`src/rtl/debounce_sync_fsm.sv`:
```
// debounce_sync_fsm: two-FF synchronizer plus counting debounce FSM.
// Produces a clean level y and registered one-cycle rise/fall strobes.
module debounce_sync_fsm #(
    parameter int   PARM_DEBOUNCE_CYCLES = 500000,
    parameter logic PARM_RESET_LEVEL     = 1'b0
) (
    input  logic clk,
    input  logic rstn,
    input  logic x,
    output logic y,
    output logic y_rise,
    output logic y_fall
);

    localparam int CW = $clog2(PARM_DEBOUNCE_CYCLES);
    localparam logic [CW-1:0] CNT_LAST = CW'(PARM_DEBOUNCE_CYCLES - 1);

    typedef enum logic [1:0] {
        ST_LOW       = 2'd0,
        ST_RISE_PEND = 2'd1,
        ST_HIGH      = 2'd2,
        ST_FALL_PEND = 2'd3
    } state_t;

    localparam state_t ST_RESET = PARM_RESET_LEVEL ? ST_HIGH : ST_LOW;

    logic          s_meta;
    logic          s_sync;
    state_t        state;
    state_t        state_nxt;
    logic [CW-1:0] cnt;
    logic [CW-1:0] cnt_nxt;
    logic          level;

    // Two-stage synchronizer; only s_sync is allowed into the FSM.
    always_ff @(posedge clk) begin
        if (!rstn) begin
            s_meta <= PARM_RESET_LEVEL;
            s_sync <= PARM_RESET_LEVEL;
        end else begin
            s_meta <= x;
            s_sync <= s_meta;
        end
    end

    // State and qualification counter; reset drops any pending change.
    always_ff @(posedge clk) begin
        if (!rstn) begin
            state <= ST_RESET;
            cnt   <= '0;
        end else begin
            state <= state_nxt;
            cnt   <= cnt_nxt;
        end
    end

    // Next state: a pending change is accepted after N agreeing samples
    // and abandoned the moment the input returns to the stable value.
    always_comb begin
        state_nxt = state;
        cnt_nxt   = cnt;
        unique case (state)
            ST_LOW: begin
                if (s_sync) begin
                    state_nxt = ST_RISE_PEND;
                    cnt_nxt   = '0;
                end
            end
            ST_RISE_PEND: begin
                if (!s_sync) begin
                    state_nxt = ST_LOW;
                    cnt_nxt   = '0;
                end else if (cnt == CNT_LAST) begin
                    state_nxt = ST_HIGH;
                end else begin
                    cnt_nxt = cnt + CW'(1);
                end
            end
            ST_HIGH: begin
                if (!s_sync) begin
                    state_nxt = ST_FALL_PEND;
                    cnt_nxt   = '0;
                end
            end
            ST_FALL_PEND: begin
                if (s_sync) begin
                    state_nxt = ST_HIGH;
                    cnt_nxt   = '0;
                end else if (cnt == CNT_LAST) begin
                    state_nxt = ST_LOW;
                end else begin
                    cnt_nxt = cnt + CW'(1);
                end
            end
            default: begin
                state_nxt = ST_LOW;
                cnt_nxt   = '0;
            end
        endcase
    end

    // Accepted level: pending states still report the old value.
    always_comb begin
        level = (state == ST_HIGH) || (state == ST_FALL_PEND);
    end

    // Registered level and strobes; strobes mark the first cycle of new y.
    always_ff @(posedge clk) begin
        if (!rstn) begin
            y      <= PARM_RESET_LEVEL;
            y_rise <= 1'b0;
            y_fall <= 1'b0;
        end else begin
            y      <= level;
            y_rise <= level & ~y;
            y_fall <= ~level & y;
        end
    end

    // Strobes are mutually exclusive by construction.
    a_strobe_excl : assert property (@(posedge clk) !(y_rise && y_fall));

endmodule

```
`config.mk`:
```
export PLATFORM = sky130hd
export DESIGN_NAME = debounce_sync_fsm
export DESIGN_NICKNAME = d
export VERILOG_FILES = /design/src/rtl/debounce_sync_fsm.sv
export SDC_FILE = /design/constraint.sdc
export NUM_CORES = 1
export LEC_CHECK = 0
export CAP_MARGIN = 20
export CORE_UTILIZATION = 25
export CTS_CLUSTER_SIZE = 24
export DETAILED_ROUTE_END_ITERATION = 7
export PLACE_DENSITY_LB_ADDON = 0.15
export SLEW_MARGIN = 20
export SYNTH_ARGS = -nofsm -noshare
export SYNTH_HDL_FRONTEND = slang
export SYNTH_SLANG_ARGS = --single-unit
```
`constraint.sdc`:
```
create_clock -name clk -period 2.8 [get_ports clk]
set_clock_uncertainty 0.2 [all_clocks]
set_input_delay 0.28 -clock clk [delete_from_list [all_inputs] [get_ports clk]]
set_output_delay 0.28 -clock clk [all_outputs]
set_load 0.02 [all_outputs]
```
==> results.toml, run 1 <==
[outcome]
status = "finished clean"

[grt]
grt_pass1_vias = 1145
track_usage_pct = 12.4
antenna_found_initial = 0
grt_overflow = 0
grt_start_max_net_pins = 15
grt_pass1_wl_um = 5800

[critical_path]
crit_top_cell = "or4_1"
slowest_delay_ns = 0.55
r2r-end = "cnt[18]$_SDFFE_PN0P_"
path_max_fanout = 6
reg2regPathDepth = 5
cp.arrival_ns = 2.27
slowest_stage = "or4_1"
crit_cells = 5
endpoint = "cnt[18]$_SDFFE_PN0P_"
rr_startpoint = "cnt[0]$_SDFFE_PN0P_"
required_ns = 2.80
crit_chain = "ha_1 > nand4_1 > or4_1 > or4_1 > a31oi_1"
crit_path_end_kind = "flop"
crit_buf_inv = 0
crit_family = "simple AND/OR/NAND/NOR gates"
cp-startpoint = "cnt[0]$_SDFFE_PN0P_"
rrSetupSlack_ns = 0.53
crit_path_start_kind = "flop"
worstSetupPathType = "reg2reg"

[logic_synthesis]
synth_top_area_share_pct = 38.0
syn-cell-area_sq_mm = 0.00137
yosysMostFrequentCell = "dfxtp_1"
yosysSeqAreaShare_pct = 38.0
ys.flop_type = "dfxtp_1"
synth_edf_count = 0
ys_types = 46
yosys.area.top_type = "dfxtp_1"
synth_seq_cells = 26
synth_nets = 163
synth_area_leaders = "dfxtp_1, nand2_1, nand4_1"
syn-instance-count = 159
avgSynthCellArea_sq_um = 8.62
ys_async_sr_fraction_pct = 0
synth_common_cells = "dfxtp_1, nand2_1, nand4_1, nor2_1, or4_1"
synth_warnings = 0

[timing]
hold_slack_ns = 0.247
relSlewSlack_pct = 50.4
finalWorstPathRequiredPeriod_ns = 2.27
setup_viol = 0
maxSlewViolCount = 0
rsz0062_at_grt = "false"
final_hold_viol_count = 0
fmax_ghz = 0.441
worst_slew_pin_slew_ns = 0.739
setup_tns_ns = 0
period_share_pct = 80.9

[floorplanning]
die_w_um = 76.1
initial_utilization_pct = 26.3
rows = 26
fp.dieArea_sq_mm = 0.00579
core_sq_mm = 0.00520
pin_count = 6
die-height_um = 76.1

[hold_path]
hp-class = "reg2reg"
min-delay-start = "s_meta$_SDFF_PN0_"

[pwr]
p_leak_nw = 0.509
powerDensity_mw_per_mm2 = 415
peakVddDrop_mv = 0.134
p_total_mw = 0.649

[clocking]
cts-root-buf = "clkbuf_8"
clockBufferDepth = 2
h-tree-depth = 1
cts_tree = "done"
clk_pin_slew_ns = 0.09
postCtsSetupBuffers = 0
ctsResizeCount = 0
clk_latency_ns = 0.27
cts.sinks = 26
hold_buffers = 0
cts_made_buffers = 3

[routing]
drt-vias-per-instance = 5.28
wirelength_um = 3370
via_count = 1241
drtAntennaViolNets = 0
first_pass_iters = 4
drc = 0
wl_per_cell_um = 14.4
drt_iter0_markers = 62

[final_layout]
fill_cells = 571
n_antenna_cell = 0
fin_cells = 235
syn_to_final_growth_pct = 14.1
final_nets = 170
drive_gt1_share_pct = 9.09

[flow_run]
drv_cap = 0

[placed_design]
dp.cells = 231
io_buffers = 5
place.gp.congestion = 0.799
place_hpwl_um = 2550
## final cells by class
cell class,count,area (sq um),share of cell area [%]
clock buffers,4,55.1,3.52
flip-flops and latches,26,520,33.3
repair buffers,9,80.1,5.12
multi-input cells,122,806,51.5
inverters,4,15.0,0.960
well taps,70,87.6,5.60
## worst min-delay path by stage
stage | end | depth (start not counted)
2_1_floorplan | s_meta$_SDFF_PN0_ | 1
5_1_grt | y_rise$_SDFF_PN0_ | 1
4_1_cts | y_rise$_SDFF_PN0_ | 1
3_3_place_gp | s_sync$_SDFF_PN0_ | 1
6_report | s_sync$_SDFF_PN0_ | 1
3_5_place_dp | s_sync$_SDFF_PN0_ | 1
## metrics by stage
step / util (%) / area (sq um) / worst slack (ns)
6_report: 30.0 / 1560 / 0.534
3_5_place_dp: 29.0 / 1510 / 0.581
4_1_cts: 30.0 / 1560 / 0.550
5_1_grt: 30.0 / 1560 / 0.427
3_3_place_gp: 29.0 / 1510 / 0.667
2_1_floorplan: - / 1370 / 0.760
## worst register-to-register path: stages, from the launching register on
cell and delay [ns]:
dfxtp_1 0.42, ha_1 0.29, nand4_1 0.17, or4_1 0.55, or4_1 0.41, a31oi_1 0.15
## layer usage
layer  vias to the layer above  share of wire [%]  GRT usage [%]
met2                        31                 49           20.9
met5                         -                  0              0
met1                       586                 47           16.2
li1                        619                  -              -
met3                         5                3.3           1.44
met4                         0                1.5           4.62
## report_power, final
group	switching, mW	internal [mW]
clock network	0.119	0.126
registers	0.00264	0.371
logic	0.0184	0.0113
## sequential cells by signal, indices dropped and copies added, names as in the netlist, named ones only
name and cells:
cnt 19, s_meta 1, s_sync 1, state 1
y 1, y_fall 1, y_rise 1
## cell families after synthesis
family | count (synthesis) | synth area share, %
muxes | 3 | 2.19
adders and majority gates | 1 | 0.912
DFF | 26 | 38.0
and+or+nand+nor | 83 | 35.8
AOI/OAI and AO/OA | 30 | 15.1
xor gates and xnor gates | 5 | 4.84
buffers and inverters | 11 | 3.28
## cells in the final DEF, fill, tap and decap left out, types with 3 or more instances in the layout
cell type / Yosys / final
inv_1: 4 / 4
nor2_1: 9 / 9
a31oi_1: 3 / 3
a21oi_1: 6 / 6
xnor2_1: 3 / 3
and2_1: 3 / 3
nor3_1: 3 / 3
o21ai_0: 5 / 5
or3_1: 3 / 3
clkdlybuf4s50_1: 0 / 5
o211ai_1: 3 / 3
buf_4: 0 / 4
nand4_1: 9 / 9
mux2i_1: 3 / 3
dfxtp_1: 26 / 26
clkbuf_8: 0 / 4
nand3b_1: 3 / 3
or4_1: 7 / 7
nand3_1: 4 / 4
nor4_1: 5 / 5
nand2_1: 23 / 23
(Power assumes the default switching activity.)
==> run 2: changes to the inputs <==
==> constraint.sdc (replaced) <==
create_clock -name clk -period 2 [get_ports clk]
set_clock_uncertainty 0.2 [all_clocks]
set_input_delay 0.2 -clock clk [delete_from_list [all_inputs] [get_ports clk]]
set_output_delay 0.2 -clock clk [all_outputs]
set_load 0.02 [all_outputs]
==> run 2 against run 1 <==
The flow now finishes with violations (setup timing). Clock power grew 23%. Critical path type unchanged. First-iteration DRC count grew 23%. Count of clock-buffer cells in the layout shrank 1. Power grew 36%. Cell count grew 13%. Critical path depth grew 1.
==> results.toml, run 2 (same netlist as run 1, synthesis figures left out) <==
[outcome]
status = "complete, but fails checks"
violations = "setup timing"

[critical_path]
cp-startpoint = "cnt[9]$_SDFFE_PN0P_"
crit_chain = "or4_4 > nor4_4 > buf_6 > buf_12 > nand2_4 > a31o_1"
crit_path_end_kind = "flop"
slowest_stage = "or4_4"
required_ns = 1.97
rr_startpoint = "cnt[9]$_SDFFE_PN0P_"
cp.arrival_ns = 2.02
rrSetupSlack_ns = -0.04
worstSetupPathType = "reg2reg"
endpoint = "cnt[1]$_SDFFE_PN0P_"
slowest_delay_ns = 0.55
reg2regPathDepth = 6
r2r-end = "cnt[1]$_SDFFE_PN0P_"
path_max_fanout = 8
crit_path_start_kind = "flop"

[final_layout]
final_nets = 201
multi_input_area_sq_um = 895
final_cell_mix = "buf_4, nand2_1, dfxtp_1"
seq_area_sq_um = 532
fill_cells = 551
final_common_cell = "buf_4"
n_antenna_cell = 0
syn_to_final_growth_pct = 38.5
fin_cells = 265
largest_register_ffs = 19
largest-register = "cnt"
drive_gt1_share_pct = 33.8

[flow_run]
drv_cap = 0

[clocking]
cts.sinks = 26
clockBufferDepth = 2
cts_made_buffers = 3
cts-root-buf = "clkbuf_8"
clk_pin_slew_ns = 0.09
h-tree-depth = 1
cts_tree = "done"
clk_latency_ns = 0.27
hold_buffers = 0

[timing]
rsz0062_at_grt = "true"
final_hold_viol_count = 0
worst_slew_pin_slew_ns = 0.529
fmax_ghz = 0.489
period_share_pct = 102
maxSlewViolCount = 0
setup_viol = 4
fin_ws_ns = -0.0437
finalWorstPathRequiredPeriod_ns = 2.04
hold_slack_ns = 0.240
relSlewSlack_pct = 64.4

[routing]
wl_per_cell_um = 15.5
drt-vias-per-instance = 5.14
drc = 0
first_pass_iters = 4
drt_iter0_markers = 76
drtAntennaViolNets = 0
via_count = 1363
wirelength_um = 4110

[floorplanning]
rows = 26
fp.dieArea_sq_mm = 0.00579
pin_count = 6
initial_utilization_pct = 26.3
core_sq_mm = 0.00520
die_w_um = 76.1
die-height_um = 76.1

[grt]
grt_pass1_wl_um = 6920
grt_start_max_net_pins = 14
track_usage_pct = 15.2
antenna_found_initial = 0
grt_pass1_vias = 1356
grt_overflow = 0

[pwr]
p_total_mw = 0.880
powerDensity_mw_per_mm2 = 463
peakVddDrop_mv = 0.254
p_leak_nw = 0.682

[placed_design]
io_buffers = 5
dp.cells = 261
place_hpwl_um = 3090
place.gp.congestion = 0.867

[hold_path]
hp-class = "reg2reg"
[run 2: layout make-up]
cell class | instances | share of cell area (%)
clock buffers | 3 | 2.17
flip-flops and latches | 26 | 28.0
well taps | 70 | 4.61
repair buffers | 40 | 17.3
multi-input cells | 122 | 47.1
inverters | 4 | 0.791
[run 2: metrics by stage]
step / util, % / worst slack [ns] / setup TNS [ns] / instance area (sq um)
floorplan: - / 0.00236 / 0 / 1380
global placement: 33.8 / -0.0447 / -0.102 / 1760
detailed placement: 33.8 / -0.0572 / -0.148 / 1760
CTS: 35.3 / -0.0518 / -0.251 / 1840
global route: 36.5 / -0.0821 / -0.488 / 1900
finish: 36.5 / -0.0437 / -0.0917 / 1900
[run 2: power breakdown]
group | leakage (nW) | switching (mW) | internal, mW
logic | 0.446 | 0.0318 | 0.0238
clock network | 0.0216 | 0.167 | 0.135
registers | 0.214 | 0.00233 | 0.520
[run 2: worst min path at each step]
stage	start	endpoint	slack, ns	depth (start not counted)
6_report	s_meta$_SDFF_PN0_	s_sync$_SDFF_PN0_	0.24	1
4_1_cts	s_meta$_SDFF_PN0_	s_sync$_SDFF_PN0_	0.24	1
5_1_grt	s_meta$_SDFF_PN0_	s_sync$_SDFF_PN0_	0.26	1
3_5_place_dp	s_meta$_SDFF_PN0_	s_sync$_SDFF_PN0_	0.22	1
2_1_floorplan	x	s_meta$_SDFF_PN0_	0.13	1
3_3_place_gp	s_meta$_SDFF_PN0_	s_sync$_SDFF_PN0_	0.22	1
[run 2: worst max-delay path: cells and delay by family (launching register included)]
kind | cells | cell delay [ns]
AOI/OAI and AO/OA | 1 | 0.18
DFF | 1 | 0.33
buffers and inverters | 2 | 0.31
and+or+nand+nor | 3 | 0.93
[run 2: layer usage]
layer	routed length, um	GRT usage [%]
met2	2000	26.2
met3	107	2.16
met4	129	6.15
met1	1880	18.9
met5	0	0
[run 2: timing repair]
| action | CTS | global route |
|---|---|---|
| endpoints found under the setup margin | 11 | 13 |
| resized for setup | 13 | 15 |
| buffers inserted | 0 | 1 |
| pin swaps | 5 | 13 |
